===== src/rtl/mem_access_unit_if.sv =====
// Execute -> load/store stage request, data-memory bus and writeback bundle.
// 'slave' is the load/store unit; 'master' is everything around it (execute, memory, writeback).
interface mem_access_unit_if #(
  parameter int ADDR_W = 8,
  parameter int DATA_W = 8,
  parameter int RD_W   = 3
);
  logic                  req_valid;
  logic                  req_ready;
  logic [1:0]            req_op;
  logic                  req_wide;
  logic [ADDR_W-1:0]     req_base;
  logic [ADDR_W-1:0]     req_off;
  logic [2*DATA_W-1:0]   req_wdata;
  logic [DATA_W-1:0]     req_alu;
  logic [RD_W-1:0]       req_rd;
  logic [ADDR_W-1:0]     dm_ea;
  logic [DATA_W-1:0]     dm_wdata;
  logic                  dm_mem_en;
  logic [DATA_W-1:0]     dm_rdata;
  logic                  wb_valid;
  logic                  wb_we;
  logic [RD_W-1:0]       wb_rd;
  logic [2*DATA_W-1:0]   wb_data;
  logic                  err;

  modport slave (
    input  req_valid, req_op, req_wide, req_base, req_off, req_wdata, req_alu, req_rd, dm_rdata,
    output req_ready, dm_ea, dm_wdata, dm_mem_en, wb_valid, wb_we, wb_rd, wb_data, err
  );

  modport master (
    output req_valid, req_op, req_wide, req_base, req_off, req_wdata, req_alu, req_rd, dm_rdata,
    input  req_ready, dm_ea, dm_wdata, dm_mem_en, wb_valid, wb_we, wb_rd, wb_data, err
  );
endinterface


===== src/rtl/mem_access_unit.sv =====
// Load/store stage: one request at a time, one or two byte accesses to an
// async-read / negedge-write data memory, registered retire to writeback.
module mem_access_unit #(
  parameter int ADDR_W = 8,
  parameter int DATA_W = 8,
  parameter int RD_W   = 3
)(
  input logic              clk,
  input logic              rst,
  mem_access_unit_if.slave bus
);

  localparam logic [1:0] OP_PASS  = 2'b00;
  localparam logic [1:0] OP_LOAD  = 2'b01;
  localparam logic [1:0] OP_STORE = 2'b10;

  typedef enum logic [1:0] {IDLE, ACC0, ACC1} state_t;

  typedef struct packed {
    logic [1:0]          op;
    logic                wide;
    logic [2*DATA_W-1:0] wdata;
    logic [DATA_W-1:0]   alu;
    logic [RD_W-1:0]     rd;
  } req_t;

  state_t            state;
  req_t              r;
  logic [ADDR_W-1:0] ea0;
  logic [DATA_W-1:0] lo;
  logic              mem_op, two_beat, last;

  assign mem_op   = (r.op == OP_LOAD) || (r.op == OP_STORE);
  assign two_beat = r.wide && mem_op;
  // Retire happens at the edge that closes the final access cycle.
  assign last     = (state == ACC1) || ((state == ACC0) && !two_beat);

  assign bus.req_ready = (state == IDLE) && !rst;

  always_ff @(posedge clk or posedge rst) begin
    if (rst) begin
      state         <= IDLE;
      r             <= '0;
      ea0           <= '0;
      lo            <= '0;
      bus.dm_ea     <= '0;
      bus.dm_wdata  <= '0;
      bus.dm_mem_en <= 1'b0;
      bus.wb_valid  <= 1'b0;
      bus.wb_we     <= 1'b0;
      bus.wb_rd     <= '0;
      bus.wb_data   <= '0;
      bus.err       <= 1'b0;
    end else begin
      // Bus and writeback outputs idle unless a cycle below drives them.
      bus.dm_ea     <= '0;
      bus.dm_wdata  <= '0;
      bus.dm_mem_en <= 1'b0;
      bus.wb_valid  <= 1'b0;
      bus.wb_we     <= 1'b0;
      bus.wb_rd     <= '0;
      bus.wb_data   <= '0;

      case (state)
        IDLE: if (bus.req_valid) begin
          r.op      <= bus.req_op;
          r.wide    <= bus.req_wide;
          r.wdata   <= bus.req_wdata;
          r.alu     <= bus.req_alu;
          r.rd      <= bus.req_rd;
          ea0       <= bus.req_base + bus.req_off;
          bus.dm_ea <= bus.req_base + bus.req_off;
          if (bus.req_op == OP_STORE) begin
            bus.dm_mem_en <= 1'b1;
            bus.dm_wdata  <= bus.req_wdata[DATA_W-1:0];
          end
          state <= ACC0;
        end
        ACC0: begin
          lo <= bus.dm_rdata;
          if (two_beat) begin
            bus.dm_ea <= ea0 + ADDR_W'(1);
            if (r.op == OP_STORE) begin
              bus.dm_mem_en <= 1'b1;
              bus.dm_wdata  <= r.wdata[2*DATA_W-1:DATA_W];
            end
            state <= ACC1;
          end else begin
            state <= IDLE;
          end
        end
        ACC1:    state <= IDLE;
        default: state <= IDLE;
      endcase

      if (last) begin
        bus.wb_valid <= 1'b1;
        bus.wb_rd    <= r.rd;
        case (r.op)
          OP_PASS: begin
            bus.wb_we   <= 1'b1;
            bus.wb_data <= {{DATA_W{1'b0}}, r.alu};
          end
          OP_LOAD: begin
            bus.wb_we   <= 1'b1;
            bus.wb_data <= r.wide ? {bus.dm_rdata, lo} : {{DATA_W{1'b0}}, bus.dm_rdata};
          end
          OP_STORE: ;
          default: bus.err <= 1'b1;
        endcase
      end
    end
  end

endmodule


===== src/flat_wrapper.sv =====
// flat-port wrapper written by rule: the top's interface ports become plain ports
module mem_access_unit_flat 
#(
  parameter int ADDR_W = 8,
  parameter int DATA_W = 8,
  parameter int RD_W   = 3
)
  (clk, rst, bus_req_valid, bus_req_op, bus_req_wide, bus_req_base, bus_req_off, bus_req_wdata, bus_req_alu, bus_req_rd, bus_dm_rdata, bus_req_ready, bus_dm_ea, bus_dm_wdata, bus_dm_mem_en, bus_wb_valid, bus_wb_we, bus_wb_rd, bus_wb_data, bus_err);
  mem_access_unit_if #(.ADDR_W(ADDR_W), .DATA_W(DATA_W), .RD_W(RD_W)) bus_i ();
  input logic clk;
  input logic rst;
  input wire logic [$bits(bus_i.req_valid)-1:0] bus_req_valid;
  input wire logic [$bits(bus_i.req_op)-1:0] bus_req_op;
  input wire logic [$bits(bus_i.req_wide)-1:0] bus_req_wide;
  input wire logic [$bits(bus_i.req_base)-1:0] bus_req_base;
  input wire logic [$bits(bus_i.req_off)-1:0] bus_req_off;
  input wire logic [$bits(bus_i.req_wdata)-1:0] bus_req_wdata;
  input wire logic [$bits(bus_i.req_alu)-1:0] bus_req_alu;
  input wire logic [$bits(bus_i.req_rd)-1:0] bus_req_rd;
  input wire logic [$bits(bus_i.dm_rdata)-1:0] bus_dm_rdata;
  output wire logic [$bits(bus_i.req_ready)-1:0] bus_req_ready;
  output wire logic [$bits(bus_i.dm_ea)-1:0] bus_dm_ea;
  output wire logic [$bits(bus_i.dm_wdata)-1:0] bus_dm_wdata;
  output wire logic [$bits(bus_i.dm_mem_en)-1:0] bus_dm_mem_en;
  output wire logic [$bits(bus_i.wb_valid)-1:0] bus_wb_valid;
  output wire logic [$bits(bus_i.wb_we)-1:0] bus_wb_we;
  output wire logic [$bits(bus_i.wb_rd)-1:0] bus_wb_rd;
  output wire logic [$bits(bus_i.wb_data)-1:0] bus_wb_data;
  output wire logic [$bits(bus_i.err)-1:0] bus_err;
  assign bus_i.req_valid = bus_req_valid;
  assign bus_i.req_op = bus_req_op;
  assign bus_i.req_wide = bus_req_wide;
  assign bus_i.req_base = bus_req_base;
  assign bus_i.req_off = bus_req_off;
  assign bus_i.req_wdata = bus_req_wdata;
  assign bus_i.req_alu = bus_req_alu;
  assign bus_i.req_rd = bus_req_rd;
  assign bus_i.dm_rdata = bus_dm_rdata;
  assign bus_req_ready = bus_i.req_ready;
  assign bus_dm_ea = bus_i.dm_ea;
  assign bus_dm_wdata = bus_i.dm_wdata;
  assign bus_dm_mem_en = bus_i.dm_mem_en;
  assign bus_wb_valid = bus_i.wb_valid;
  assign bus_wb_we = bus_i.wb_we;
  assign bus_wb_rd = bus_i.wb_rd;
  assign bus_wb_data = bus_i.wb_data;
  assign bus_err = bus_i.err;
  mem_access_unit #(.ADDR_W(ADDR_W), .DATA_W(DATA_W), .RD_W(RD_W)) u_core (.clk(clk), .rst(rst), .bus(bus_i));
endmodule

===== config.mk =====
export PLATFORM = sky130hd
export DESIGN_NAME = mem_access_unit_flat
export DESIGN_NICKNAME = d
export VERILOG_FILES = /design/src/rtl/mem_access_unit_if.sv /design/src/rtl/mem_access_unit.sv /design/src/flat_wrapper.sv
export SDC_FILE = /design/constraint.sdc
export NUM_CORES = 1
export LEC_CHECK = 0
export ABC_AREA = 1
export CORE_MARGIN = 2
export CORE_UTILIZATION = 52
export DETAILED_ROUTE_END_ITERATION = 16
export PLACE_DENSITY = 0.85
export SLEW_MARGIN = 0
export SYNTH_ARGS = -nofsm -noshare
export SYNTH_HDL_FRONTEND = slang
export SYNTH_SLANG_ARGS = --single-unit

===== constraint.sdc =====
create_clock -name clk -period 4 [get_ports clk]
set_input_delay 0.8 -clock clk [delete_from_list [all_inputs] [get_ports clk]]
set_output_delay 0.8 -clock clk [all_outputs]
set_load 0.005 [all_outputs]

==> results by group <==
Outcome
  – Run status: finished clean

Synthesis
  – Mapped Nets: 480
  – Number of instances in the synthesized netlist: 410
  – Most instantiated flip-flop cell in the synthesis netlist: sky130_fd_sc_hd__dfrtp_1
  – Syn. warnings: 0
  – Cell type with the highest aggregate area in the netlist: sky130_fd_sc_hd__dfrtp_1
  – Number of synthesized register bits: 79
  – Async SR Flop Fraction: 100%
  – Area fraction of the dominant cell type after synthesis: 55.6%
  – Number of enable-type register cells in the synthesized netlist: 0
  – Mean cell area of the mapped netlist: 8.67 µm²
  – Number of distinct library cell variants in the gate-level netlist after synthesis: 26
  – Proportion of synthesized chip area in sequential cells: 55.6%
  – Most area-consuming cells after synthesis: sky130_fd_sc_hd__dfrtp_1, sky130_fd_sc_hd__nand2_1, sky130_fd_sc_hd__inv_1
  – Post-Synthesis Cell Area: 3550 µm²

Floorplan
  – Core area: 6720 µm²
  – Die Ht: 86.7 µm
  – Site Rows: 30
  – Die X-Extent: 86.7 µm
  – Top-level port count: 97
  – Overall die area: 7510 µm²
  – Initial Util: 52.9%

Placed design
  – DP Cell Count: 574
  – Number of port buffers: 96
  – Gp weighted congestion: 0.797
  – HPWL reported at the end of detailed placement: 5.57 mm
  – Cell area after placement: 4540 µm²
  – Dpl ws: 1270 ps

Worst setup path
  – CP max FO: 2
  – Startpoint types: primary input
  – Slowest stage delay, CP: 530 ps
  – Cell repeated most along the worst path: sky130_fd_sc_hd__clkdlybuf4s50_1
  – Worst Path Arrival: 1920 ps
  – Endpoint class of the critical path: primary output
  – Slowest cell on the critical path: sky130_fd_sc_hd__clkdlybuf4s50_1
  – Ordered cell list for the critical path: clkdlybuf4s50_1 -> nor2_1 -> clkdlybuf4s50_1
  – Top cell family by delay on the critical path: buffers and inverters
  – Class of the most critical setup path: in2out
  – Req. time, crit path: 3200 ps
  – Number of buffers and inverters on the critical path: 2

Clock tree
  – Maximum level of the CTS H-tree: 3
  – Worst skew pair latency: 360 ps
  – Clk Tree Root Cell: sky130_fd_sc_hd__clkbuf_8
  – Number of buffers inserted during clock tree synthesis: 9
  – Post-cts repair resize count: 0
  – Clock Path Buffers: 2
  – Clock-pin slew reported for the worst setup and hold paths after clock tree synthesis: 90 ps
  – # clock sinks: 79
  – Clock tree from TritonCTS: built
  – Postcts setup bufs: 0
  – Total of hold buffers inserted after clock tree synthesis: 0

Routing
  – Number of violations reported at the end of detailed-routing iteration 0: 178
  – Routed length per placed instance: 12.9 µm
  – Vias per inst: 5.05
  – Total number of vias: 2977
  – Drt first pass iters: 5
  – Post-detailed-route DRC marker count: 0
  – Antenna viol nets, final: 0
  – Total detailed-routing wirelength: 7.62 mm

Global route
  – Total congestion overflow after global routing: 0
  – Initial antenna violation count: 0
  – GR Util All Layers: 21.7%
  – Via count of the first global-routing pass: 2754
  – Largest net degree at the start of global routing: 68
  – First-pass GRT wire length: 12.5 mm

Cells and area
  – Proportion of layout cells with a drive suffix above 1: 7.06%
  – Net count, final: 575
  – Number of cells in the finished layout apart from fillers: 590
  – Most common library cell in the layout ignoring fill and taps: sky130_fd_sc_hd__nand2_1
  – Diodes inserted: 0
  – Highest-count cells in the layout ignoring fill and taps: sky130_fd_sc_hd__nand2_1, sky130_fd_sc_hd__clkdlybuf4s50_1, sky130_fd_sc_hd__dfrtp_1
  – # fillers: 487
  – Layout Cell Area excl Fill: 4720 µm²
  – Area used by multi-input combinational logic: 1260 µm²
  – Post-synthesis to final-layout area growth: 32.9%
  – Combined flip-flop and latch cell area: 1980 µm²
  – Finished Core Util: 70.3%

Timing
  – Final Critical Period: 2720 ps
  – Setup skew after layout: 9.07 ps
  – Finish-stage setup viols: 0
  – Setup repair after global routing missed its margin: false
  – Worst Slack Setup Final: 1280 ps
  – Pin slew with the least headroom to its limit: 1120 ps
  – Pins over their slew limit: 0
  – Setup TNS Final: 0 ps
  – Fin. Hold Viols: 0
  – Maximum clock rate: 368 MHz
  – Max-slew headroom at the worst pin: 25.3%
  – Final period util: 68.0%

Min path
  – Class of the most critical hold timing path: reg2reg

Job
  – Max_cap viols: 0

Power
  – IR drop worst, VDD: 0.000350 V
  – Power density cells: 453 nW/µm²
  – Leakage: 2.43 nW
-- power by group --
group          switching, mW  internal, mW
combinational          0.294         0.251
sequential            0.0911         0.949
clock                  0.319         0.237
total                  0.703          1.44
-- per-layer routing --
metal	track usage (%)	vias to the layer above	part of all wire, %
met4	8.10	0	1.3
met3	5.52	8	6.1
met2	36.6	119	52
li1	-	1454	-
met1	26.9	1396	41
met5	0	-	0
-- cells in the mapped netlist, drive strengths merged (2+ instances only) --
library cell and count:
a21oi 6, buf 10, clkbuf 4, dfrtp 79, ha 12, inv 59, nand2 130, nand3 27
nor2 27, o21ai 48, or2 2
-- area by class of cell --
class | count | area share [%]
clock buffer | 9 | 2.62
multi-input combinational | 257 | 26.7
sequential | 79 | 41.9
inverter | 60 | 4.79
clock inverter | 7 | 1.27
tap | 80 | 2.12
timing repair buffer | 98 | 20.7
-- worst min-delay path, cell delays in order (launching register included) --
cell and delay, ps:
sky130_fd_sc_hd__dfrtp_1 350, sky130_fd_sc_hd__nand2_1 50, sky130_fd_sc_hd__nand2_1 40
-- through the flow --
step | power [mW] | hold WS, ps
after global routing | 2.27 | 501
after CTS | 2.15 | 483
final | 2.14 | 478
after detailed placement | 1.60 | 461
after global placement | 1.57 | 456
after floorplan | 1.35 | 442
-- sequential cells by signal (all words and copies together) (netlist names) --
name and cells:
u_core.bus.dm_ea 8, u_core.lo 8, u_core.bus.err 1, u_core.bus.wb_data 16, u_core.bus.wb_valid 1, u_core.bus.dm_wdata 8, u_core.bus.dm_mem_en 1, u_core.ea0 8
u_core.r 22, u_core.state 2, u_core.bus.wb_rd 3, u_core.bus.wb_we 1
-- cell families (layout without fill, tap and decap cells) --
group                      after synthesis  in the layout  share of synthesized area [%]
DFF                                     79             79                           55.6
buffers and inverters                   74            174                           8.94
adders and majority gates               13             13                           4.79
xor gates and xnor gates                 1              1                          0.246
AOI/OAI and AO/OA                       55             55                           8.66
and+or+nand+nor                        188            188                           21.8
-- path summary, 6_finish.rpt --
path,slack (ps),endpoint,startpoint,cells after the start
max,1280,bus_req_ready,rst,3
min,480,u_core.r[24],u_core.r[24],2
max reg2reg,2090,u_core.bus.wb_data[14],u_core.r[28],7
min reg2reg,480,u_core.r[24],u_core.r[24],2
max in group asynchronous,2150,u_core.bus.wb_we,rst,3
min in group asynchronous,1100,u_core.lo[5],rst,2
Note: power is estimated with default switching activity, not from simulation.
